File: src/rtl/line_buf_sched.sv
// Line-buffer bank ring scheduler between the GBA capture side and the HDMI readout side.
// Optional feature: define LINESCHED_EDGE_REPL_EN to replicate the first/last line into the prev/next taps.

module line_buf_sched #(
   parameter int NUM_BANKS = 4,
   parameter int LINES     = 160
) (
   input  logic                         pxlClk,
   input  logic                         rst,
   input  logic                         newFrameIn,
   input  logic                         lineDoneIn,
   input  logic                         nextLine,
   output logic [$clog2(NUM_BANKS)-1:0] wrBank,
   output logic [$clog2(NUM_BANKS)-1:0] prevBank,
   output logic [$clog2(NUM_BANKS)-1:0] curBank,
   output logic [$clog2(NUM_BANKS)-1:0] nextBank,
   output logic                         sameLine,
   output logic [7:0]                   curLine,
   output logic                         resync,
   output logic                         frameDone,
   output logic                         overflow,
   output logic                         underrun
);

   localparam int         BW     = $clog2(NUM_BANKS);
   localparam logic [7:0] LAST   = 8'(LINES - 1);
   localparam logic [8:0] WR_MAX = 9'(LINES);
   localparam logic [8:0] LAG    = 9'(NUM_BANKS - 1);

   typedef enum logic [1:0] {IDLE, FILL, RUN, DONE} state_t;

   state_t        state_q, state_n;
   logic [8:0]    wr_q, wr_n;
   logic [7:0]    rd_n;
   logic          ready, wr_block, ready_n;
   logic          same_n, resync_n, done_n, ovf_n, unr_n;
   logic [BW-1:0] wr_bank_n, cur_n, prev_n, next_n;

   // NOTE: every signal written here gets a default first, so no path can leave it unassigned and infer a latch.
   always_comb begin
      state_n  = state_q;
      wr_n     = wr_q;
      rd_n     = curLine;
      resync_n = 1'b0;
      done_n   = 1'b0;
      ovf_n    = overflow;
      unr_n    = underrun;

      // Both tests look at pre-update counters, so simultaneous write/read pulses see a consistent snapshot.
      ready    = ({1'b0, curLine} + 9'd2 <= wr_q) || (curLine == LAST);
      wr_block = (wr_q >= {1'b0, curLine} + LAG) || (wr_q == WR_MAX);

      if (newFrameIn) begin
         resync_n = (state_q == FILL) || (state_q == RUN);
         wr_n     = '0;
         rd_n     = '0;
         state_n  = FILL;
      end else begin
         if (lineDoneIn && state_q != IDLE) begin
            if (wr_block) ovf_n = 1'b1;
            else          wr_n  = wr_q + 9'd1;
         end
         case (state_q)
            FILL: if (wr_n >= 9'd2) state_n = RUN;
            RUN: begin
               if (nextLine) begin
                  if (!ready)              unr_n = 1'b1;
                  else if (curLine != LAST) rd_n  = curLine + 8'd1;
                  else begin
                     done_n  = 1'b1;
                     state_n = DONE;
                  end
               end
            end
            default: ;
         endcase
      end

      ready_n   = ({1'b0, rd_n} + 9'd2 <= wr_n) || (rd_n == LAST);
      same_n    = (state_n == RUN) ? !ready_n : 1'b1;
      wr_bank_n = wr_n[BW-1:0];
      cur_n     = rd_n[BW-1:0];
`ifdef LINESCHED_EDGE_REPL_EN
      prev_n    = (rd_n == 8'd0) ? cur_n : cur_n - BW'(1);
      next_n    = (rd_n == LAST) ? cur_n : cur_n + BW'(1);
`else
      prev_n    = cur_n - BW'(1);
      next_n    = cur_n + BW'(1);
`endif
   end

   // NOTE: sequential state uses non-blocking assignments so every register samples pre-edge values.
   always_ff @(posedge pxlClk or posedge rst) begin
      if (rst) begin
         state_q   <= IDLE;
         wr_q      <= '0;
         curLine   <= '0;
         wrBank    <= '0;
         prevBank  <= '0;
         curBank   <= '0;
         nextBank  <= '0;
         sameLine  <= 1'b1;
         resync    <= 1'b0;
         frameDone <= 1'b0;
         overflow  <= 1'b0;
         underrun  <= 1'b0;
      end else begin
         state_q   <= state_n;
         wr_q      <= wr_n;
         curLine   <= rd_n;
         sameLine  <= same_n;
         resync    <= resync_n;
         frameDone <= done_n;
         overflow  <= ovf_n;
         underrun  <= unr_n;
         // Banks keep their all-zero reset value until the first frame starts.
         if (state_n != IDLE) begin
            wrBank   <= wr_bank_n;
            prevBank <= prev_n;
            curBank  <= cur_n;
            nextBank <= next_n;
         end
      end
   end

endmodule

File: config.mk
export PLATFORM = sky130hd
export DESIGN_NAME = line_buf_sched
export DESIGN_NICKNAME = d
export VERILOG_FILES = /design/src/rtl/line_buf_sched.sv
export SDC_FILE = /design/constraint.sdc
export NUM_CORES = 1
export LEC_CHECK = 0
export CAP_MARGIN = 10
export CORE_MARGIN = 3
export CORE_UTILIZATION = 41
export CTS_CLUSTER_SIZE = 8
export DETAILED_ROUTE_END_ITERATION = 8
export PLACE_DENSITY = 0.6
export SLEW_MARGIN = 0
export SYNTH_ARGS = -nofsm -noshare
export SYNTH_HDL_FRONTEND = slang
export SYNTH_SLANG_ARGS = --single-unit
File: constraint.sdc
create_clock -name pxlClk -period 6.11 [get_ports pxlClk]
set_input_delay 1.5275 -clock pxlClk [delete_from_list [all_inputs] [get_ports pxlClk]]
set_output_delay 1.5275 -clock pxlClk [all_outputs]
set_load 0.1 [all_outputs]
## Word-level counts from Yosys, hierarchy flattened

Cells that the tools add are included.

| operators by class | value |
|---|---|
| divide/modulo/power cells | 0 |
| magnitude comparators | 4 |
| $add $sub $neg | 7 |
| muxes and demuxes | 22 |
| reductions and logical operators | 10 |
| shifts and indexed selects | 0 |
| bitwise gates (word level) | 2 |
| multiply operators | 0 |
| eq/ne operators | 7 |

Operators with widths:

| operator | count |
|---|---|
| $mux 8 | 5 |
| $mux 9 | 4 |
| $add 8x2->9 const B | 3 |
| $le 9x9->1 | 2 |
| $eq 8x8->1 const B | 2 |
| $mux 2 | 5 |
| $add 9x1->9 const B | 1 |
| $eq 9x8->1 const B | 1 |
| $ge 9x2->1 const B | 1 |
| $ge 9x9->1 | 1 |
| $add 8x1->8 const B | 1 |
| $ne 8x8->1 const B | 1 |
| $mux 1 | 7 |
| $eq 2x2->1 const B | 2 |
| $logic_or 1x1->1 | 4 |
| $pmux 2 s2 | 1 |
| $reduce_and 4->1 | 1 |
| $reduce_bool 2->1 | 2 |
| $reduce_and 3->1 | 1 |
| $add 2x1->2 const B | 1 |
| $eq 2x1->1 const B | 1 |
| $not 1->1 | 2 |
| $sub 2x1->2 const B | 1 |
| $logic_and 1x1->1 | 1 |
| $logic_not 1->1 | 1 |

| word-level totals | value |
|---|---|
| bits in latches | 0 |
| flip-flop bits (word level) | 32 |
| output and inout port bits | 21 |
| word-level logic and storage cells | 64 |
| memory bits (writable) | 0 |
| memories | 0 |
| ROM bits | 0 |

## Logic depth before layout (Yosys ltp)

Gate-level depths: netlist of run 1.

| depth | value |
|---|---|
| word-level depth | 12 |
| depth in mapped cells | 26 |
| gate-level depth less buffers | 23 |

## Worst setup path after synthesis of run 1

Ideal clock, no wire load.

| timing | value |
|---|---|
| path type | register to register |
| start | reg curLine[3] |
| end | reg sameLine |
| stages on the path, launching flop included | 26 |
| clock period less this slack | 5396 ps |
| path slack | 714 ps |
| path buffers | 3 |
| data arrival time | 5297 ps |
| data required time | 6012 ps |
| path through | dfrtp_1 -> buf_2 -> and2_1 -> clkbuf_1 -> nand4_1 -> xnor2_1 -> ha_1 -> nand4_1 -> a211oi_1 -> a2111oi_1 -> nor2_1 -> or2_1 -> clkbuf_1 -> mux2i_1 -> nor2_1 -> ha_1 -> and2_1 -> nand2_1 -> xnor2_1 -> ha_1 -> nand2_1 -> o21ai_0 -> nand3_1 -> nand2_1 -> a21oi_1 -> o311ai_1 |

| on the way | value |
|---|---|
| word-level cells in the longest chain between the ends | 12 |
| elaborated cells between the ends (all ways) | 32 |

Ends and longest elaborated chain:

| item | RTL line | source |
|---|---|---|
| from (decl) | 18 | `output logic [7:0] curLine,` |
| from (signal assigned) | 110 | `curLine <= rd_n;` |
| $add 8x2->9 | 50 | `ready = ({1'b0, curLine} + 9'd2 <= wr_q) \|\| (curLine == LAST);` |
| $le 9x9->1 | 50 |  |
| $logic_or 1x1->1 | 50 |  |
| $mux 8 (*) | 67 | `if (!ready) unr_n = 1'b1;` |
| $mux 8 (*) | 66 | `if (nextLine) begin` |
| $mux 8 (*) | 63 | `case (state_q)` |
| $mux 8 (*) | 53 | `if (newFrameIn) begin` |
| via rd_n[1] | 34 | `logic [7:0] rd_n;` |
| $add 8x2->9 | 79 | `ready_n = ({1'b0, rd_n} + 9'd2 <= wr_n) \|\| (rd_n == LAST);` |
| $le 9x9->1 | 79 |  |
| $logic_or 1x1->1 (*) | 79 |  |
| $logic_not 1->1 (*) | 80 | `same_n = (state_n == RUN) ? !ready_n : 1'b1;` |
| $mux 1 (*) | 80 |  |
| via same_n | 36 | `logic same_n, resync_n, done_n, ovf_n, unr_n;` |
| to (signal assigned) | 111 | `sameLine <= same_n;` |
| to (decl) | 17 | `output logic sameLine,` |

The timed path passes the listed nets; every way through them passes the cells marked *. The select of a mux whose other input is x is not followed.
A chain may end at the register's enable or synchronous reset.

## Worst setup path in the final report of run 1

| timing | value |
|---|---|
| start | reg curLine[2] |
| end | reg sameLine |

The elaborated chain is that of the path after synthesis.

==> results of run 1 <==
report_power, final:
part	total, mW	internal (mW)	switching, mW
Sequential	0.245	0.228	0.0171
Clock	0.208	0.121	0.0866
Combinational	0.310	0.104	0.206
worst max-delay path by stage:
| stage | from | end | depth (start not counted) |
|---|---|---|---|
| after detailed placement | nextLine | sameLine | 18 |
| after global placement | nextLine | sameLine | 18 |
| after floorplan | curLine[3] | sameLine | 25 |
| after global routing | curLine[2] | sameLine | 22 |
| final | curLine[2] | sameLine | 22 |
| after CTS | curLine[2] | sameLine | 22 |
metal layers:
metal  global-route usage (%)  wire length (um)  vias up
met5                        0                 0        -
met4                     4.74                55        0
met3                     2.73               183        5
met2                     28.4              3020       34
met1                     26.9              3280     1041
li1                         -                 -     1124
cells by family after synthesis:
family                     share of synthesized area, %
buffers and inverters                              5.96
DFF                                                28.5
and+or+nand+nor                                    22.0
AOI/OAI and AO/OA                                  10.8
xor gates and xnor gates                           10.3
muxes                                              5.13
adders and majority gates                          17.4
cell type report:
class,count,share of cell area (%)
flip-flops and latches,31,24.6
well taps,77,3.05
repair buffers,28,8.65
inverters,28,3.33
clock inverters,3,1.39
clock buffers,5,2.18
multi-input cells,240,56.8
registers in the layout, summed over array words and instances, names as in the netlist:
name       cells
wrBank         2
frameDone      1
curBank        2
underrun       1
resync         1
wr_q           9
overflow       1
nextBank       1
state_q        2
curLine        8
sameLine       1
prevBank       2
through the flow:
| step | power, mW | hold slack (ns) | setup slack, ns | cells | instance area [um2] |
|---|---|---|---|---|---|
| 2_1_floorplan | 0.498 | 0.555 | 0.714 | 311 | 2730 |
| 3_3_place_gp | 0.556 | 0.446 | 0.833 | 404 | 3040 |
| 3_5_place_dp | 0.559 | 0.455 | 0.688 | 404 | 3040 |
| 4_1_cts | 0.772 | 0.477 | 0.888 | 412 | 3150 |
| 5_1_grt | 0.808 | 0.494 | 0.462 | 412 | 3150 |
| 6_report | 0.763 | 0.469 | 0.884 | 412 | 3150 |
cell usage in the layout (no fill, tap or decap), types with 2 or more instances in the layout:
cell / synthesis / layout
o21ai_0: 6 / 6
nor3_1: 15 / 15
clkdlybuf4s50_1: 0 / 25
nand2b_1: 4 / 4
inv_2: 5 / 5
nor2_1: 29 / 29
xnor2_1: 26 / 26
nor3b_1: 3 / 3
o21ai_1: 4 / 4
nand4_1: 9 / 9
or2_2: 6 / 6
mux2i_1: 5 / 5
or2_1: 2 / 2
dfrtp_1: 30 / 30
and3_1: 2 / 2
inv_1: 23 / 23
clkbuf_8: 0 / 5
buf_4: 1 / 3
mux2_4: 6 / 6
o21bai_1: 2 / 2
nor2b_1: 4 / 4
ha_1: 38 / 38
xor2_1: 6 / 6
nand3_1: 11 / 11
nand2_1: 18 / 18
a211oi_1: 5 / 5
a21oi_1: 14 / 14
and2_1: 5 / 5
==> results.py, run 1 <==
metrics = {
    "min_path": {
        "hold_class": "register to register",
        "min_from": "underrun",
        "worstHoldEndpoint": "underrun",
        "min_path_cells": 1,
    },
    "synthesis": {
        "avgSynthCellArea_um2": 8.78,
        "synthTopCellsByArea": "dfrtp_1 27%, ha_1 17%, xnor2_1 8.3%",
        "synthCells": 311,
        "yosys_warnings": 0,
        "synth_cell_types": 50,
        "syn_nets": 354,
        "synthFlopType": "dfrtp_1",
        "synth_seq_cells": 31,
        "synthArstFlopShare_pct": 100,
        "yosysMostFrequentCell": "ha_1",
        "yosysSeqAreaShare_pct": 28.5,
        "syn_area_um2": 2730,
        "synthTopCellsByCount": "38 x ha_1, 30 x dfrtp_1, 29 x nor2_1",
        "synth_edf_count": 0,
        "yosysTopAreaCellShare_pct": 27.5,
        "yosysTopAreaCell": "dfrtp_1",
    },
    "power": {
        "power_density_nw_per_um2": 242,
        "vdd_drop_max_uv": 244,
        "leakagePower_nw": 1.40,
    },
    "critical_path": {
        "slowest_stage": "dfrtp_1",
        "critPathKind": "register to register",
        "worstPathCellList": "ha_1 > nand4_1 > xnor2_1 > ha_1 > nand4_1 > a211oi_1 > a2111oi_1 > nor2_1 > or2_1 > mux2i_1 > nor2_1 > ha_1 > and2_1 > nand2_1 > xnor2_1 > ha_1 > nand2_1 > o21ai_0 > nand3_1 > nand2_1 > a21oi_1 > o311ai_1",
        "worstPathRequired_ns": 6.30,
        "r2r-start": "curLine[2]",
        "path_common_cell": "ha_1",
        "path_delay_family": "simple AND/OR/NAND/NOR gates",
        "worst_r2r_endpoint": "sameLine",
        "arrival_ns": 5.42,
        "crit_buf_inv": 0,
        "reg2regPathDepth": 22,
        "critPathLaunchType": "register",
        "worstPathMaxFanout": 14,
        "cp_slowest_stage_delay_ns": 0.67,
        "endpoint_kind": "register",
        "rrSetupSlack_ns": 0.88,
    },
    "sta": {
        "tightest_slew_ns": 0.974,
        "slew_viol_final": 0,
        "rsz0062_at_grt": "no",
        "finalHoldViolations": 0,
        "setup_violations": 0,
        "finalSetupTns_ns": 0,
        "finalCritPeriodShare_pct": 85.5,
        "min_period_ns": 5.23,
        "maxSlewHeadroom_pct": 34.8,
        "max_freq_mhz": 191,
        "fin_skew_ns": 0.00511,
    },
    "clock_network": {
        "cts_setup_buffers": 0,
        "path_clk_slew_ns": 0.07,
        "clock_path_buffers": 2,
        "h-tree-depth": 2,
        "cts_sinks": 31,
        "tritoncts": "done",
        "clock_latency_ns": 0.29,
        "cts_buffers": 5,
        "clock-root-buffer": "clkbuf_8",
        "hold_buffers": 0,
        "cts_resized": 0,
    },
    "grt": {
        "grt_pass1_vias": 2198,
        "grt_max_degree": 32,
        "antenna_found_initial": 0,
        "globalRoute.totalOverflow": 0,
        "grt_pass1_wl_um": 10900,
        "grt_usage_pct": 18.4,
    },
    "route": {
        "wl_per_cell_um": 15.9,
        "dr_total_vias": 2204,
        "drt_drc_violations_left": 0,
        "vias_per_cell": 5.35,
        "drtIter0Drc": 126,
        "final_antenna_net_count": 0,
        "first_pass_iters": 4,
        "wirelength_um": 6550,
    },
    "placed_design": {
        "hpwl_um": 5170,
        "port_buffers": 25,
        "gp_congestion": 0.932,
    },
    "status": {
        "status": "complete, no violations",
    },
    "floorplan": {
        "start_util_pct": 42.8,
        "rows": 29,
        "dieWidth_um": 87.6,
        "die_h_um": 87.6,
        "die_area_um2": 7670,
        "io_pins": 26,
        "core_um2": 6390,
    },
    "cells_and_area": {
        "layout.nets": 377,
        "syn_to_final_growth_pct": 15.5,
        "utilization_pct": 49.4,
        "multiInputGateArea_um2": 1790,
        "n_antenna_cell": 0,
        "seqCellArea_um2": 777,
        "n_fill_cell": 617,
        "drive_gt1_share_pct": 9.85,
    },
    "run": {
        "maxCapViolCount": 0,
    },
}
No activity file was read; power rests on OpenSTA's default activity.
==> inputs of run 2 (changes only) <==
--- a/config.mk
+++ b/config.mk
@@ -10,6 +10,7 @@
 export CORE_UTILIZATION = 41
 export CTS_CLUSTER_SIZE = 8
 export DETAILED_ROUTE_END_ITERATION = 8
+export HOLD_SLACK_MARGIN = 0.08
 export PLACE_DENSITY = 0.6
 export SLEW_MARGIN = 0
 export SYNTH_ARGS = -nofsm -noshare
==> results of run 2 <==
No change in the layout: final DEF, timing and power equal those of run 1.
==> inputs of run 3 (changes only) <==
--- a/config.mk
+++ b/config.mk
@@ -7,11 +7,11 @@
 export LEC_CHECK = 0
 export CAP_MARGIN = 10
 export CORE_MARGIN = 3
-export CORE_UTILIZATION = 41
+export CORE_UTILIZATION = 34
 export CTS_CLUSTER_SIZE = 8
 export DETAILED_ROUTE_END_ITERATION = 8
 export HOLD_SLACK_MARGIN = 0.08
-export PLACE_DENSITY = 0.6
+export PLACE_DENSITY = 0.52
 export SLEW_MARGIN = 0
 export SYNTH_ARGS = -nofsm -noshare
 export SYNTH_HDL_FRONTEND = slang
==> results.py, run 3 (synthesized netlist as in run 1, its figures left out) <==
metrics = {
    "status": {
        "status": "complete, no violations",
    },
    "route": {
        "first_pass_iters": 4,
        "drtIter0Drc": 88,
        "wirelength_um": 6830,
        "wl_per_cell_um": 15.6,
        "dr_total_vias": 2205,
        "final_antenna_net_count": 0,
        "drt_drc_violations_left": 0,
        "vias_per_cell": 5.03,
    },
    "power": {
        "leakagePower_nw": 1.41,
        "vdd_drop_max_uv": 261,
        "power_density_nw_per_um2": 241,
    },
    "critical_path": {
        "critPathKind": "input pin to register",
        "endpoint_kind": "register",
        "worstPathCellList": "clkdlybuf4s50_1 > nand2_1 > a2111oi_1 > nor2_1 > or2_1 > mux2i_1 > nor2_1 > ha_1 > and2_1 > nand2_1 > xnor2_1 > ha_1 > nand2_1 > o21ai_0 > nand3_1 > nand2_1 > a21oi_1 > o311ai_1",
        "worst_r2r_endpoint": "sameLine",
        "arrival_ns": 5.32,
        "worstPathRequired_ns": 6.31,
        "worstPathMaxFanout": 7,
        "r2r-start": "curLine[3]",
        "rrSetupSlack_ns": 0.99,
        "path_common_cell": "nand2_1",
        "slowest_stage": "a2111oi_1",
        "cp_slowest_stage_delay_ns": 0.56,
        "critPathLaunchType": "input pin",
        "reg2regPathDepth": 22,
    },
    "grt": {
        "met3_usage_pct": 2.60,
        "grt_pass1_vias": 2233,
        "grtUsageMet2_pct": 25.2,
        "met1_usage_pct": 23.0,
        "grt.busiest_layer": "met2",
        "antenna_found_initial": 0,
        "grt_usage_pct": 16.2,
        "grt_pass1_wl_um": 11300,
        "globalRoute.totalOverflow": 0,
        "grt_max_degree": 32,
    },
    "cells_and_area": {
        "largest_reg_flops": 9,
        "n_fill_cell": 801,
        "top_register": "wr_q",
        "layout.nets": 378,
        "n_antenna_cell": 0,
        "drive_gt1_share_pct": 10.1,
        "reg_top3": "wr_q: 9 flops, curLine: 8 flops",
        "fin_cells": 438,
        "seqCellArea_um2": 777,
        "multiInputGateArea_um2": 1790,
        "syn_to_final_growth_pct": 17.0,
        "utilization_pct": 41.1,
        "final_common_cell": "ha_1",
        "mostFrequentLayoutCells": "38 x ha_1, 30 x dfrtp_1, 29 x nor2_1",
    },
    "floorplan": {
        "die_h_um": 95.6,
        "rows": 32,
        "io_pins": 26,
        "core_um2": 7770,
        "start_util_pct": 35.1,
        "die_area_um2": 9140,
        "dieWidth_um": 95.6,
    },
    "min_path": {
        "hold_class": "register to register",
        "worstHoldEndpoint": "underrun",
        "min_path_cells": 1,
        "min_from": "underrun",
    },
    "placed_design": {
        "gp_congestion": 0.822,
        "dp_slack_ns": 0.669,
        "port_buffers": 25,
        "placed_cells": 430,
        "hpwl_um": 5340,
    },
    "sta": {
        "min_period_ns": 5.12,
        "fin_skew_ns": 0.00718,
        "finalHoldViolations": 0,
        "fin_ws_ns": 0.985,
        "slew_viol_final": 0,
        "finalSetupTns_ns": 0,
        "finalCritPeriodShare_pct": 83.9,
        "holdWs_ns": 0.475,
        "maxSlewHeadroom_pct": 34.9,
        "max_freq_mhz": 195,
        "rsz0062_at_grt": "no",
        "setup_violations": 0,
        "tightest_slew_ns": 0.974,
    },
    "clock_network": {
        "cts_sinks": 31,
        "cts_resized": 0,
        "cts_buffers": 5,
        "path_clk_slew_ns": 0.08,
        "clock-root-buffer": "clkbuf_8",
        "tritoncts": "done",
        "hold_buffers": 0,
        "h-tree-depth": 2,
        "clock_latency_ns": 0.30,
        "cts_setup_buffers": 0,
        "clock_path_buffers": 2,
    },
    "run": {
        "maxCapViolCount": 0,
    },
}
## run 3: cell count changes in the layout (fill, tap and decap cells not counted)
cell	delta
buf_4	+1
## run 3: final cells by class
type,instances,area share [%]
multi-input combinational,240,56.1
sequential,31,24.3
timing repair buffer,29,8.78
tap,102,4.00
inverter,28,3.29
clock buffer,5,2.16
clock inverter,3,1.37
## run 3: critical path, delay by kind of cell
| kind | cells | cell delay (ns) |
|---|---|---|
| AO/OA/AOI/OAI | 4 | 1.04 |
| XOR/XNOR | 1 | 0.14 |
| adder cells (fa/ha/maj) | 2 | 0.55 |
| buffers and inverters | 1 | 0.49 |
| multiplexers | 1 | 0.15 |
| AND/OR/NAND/NOR | 9 | 1.44 |
## run 3: stage by stage
step | instance area (um2) | total power, mW
finish | 3190 | 0.771
global route | 3190 | 0.815
CTS | 3190 | 0.781
detailed placement | 3080 | 0.563
global placement | 3080 | 0.560
floorplan | 2730 | 0.498
## run 3: routing by layer
metal / part of all wire (%) / wire, um
met2: 46 / 3150
met3: 3.0 / 206
met1: 50 / 3390
met4: 1.2 / 82
met5: 0 / 0
## run 3: worst max path at each step
stage,startpoint,end,slack (ns),cells past startpoint
3_3_place_gp,nextLine,sameLine,0.85,18
6_report,nextLine,sameLine,0.99,18
2_1_floorplan,curLine[3],sameLine,0.71,25
5_1_grt,curLine[3],sameLine,0.49,22
4_1_cts,nextLine,sameLine,0.99,18
3_5_place_dp,nextLine,sameLine,0.67,18
## run 3: report_power, final
part,total (mW),leakage [nW],switching (mW),internal [mW]
Clock,0.211,0.0581,0.0899,0.121
Sequential,0.245,0.407,0.0172,0.228
Combinational,0.315,0.940,0.210,0.105
Total,0.771,1.41,0.317,0.454
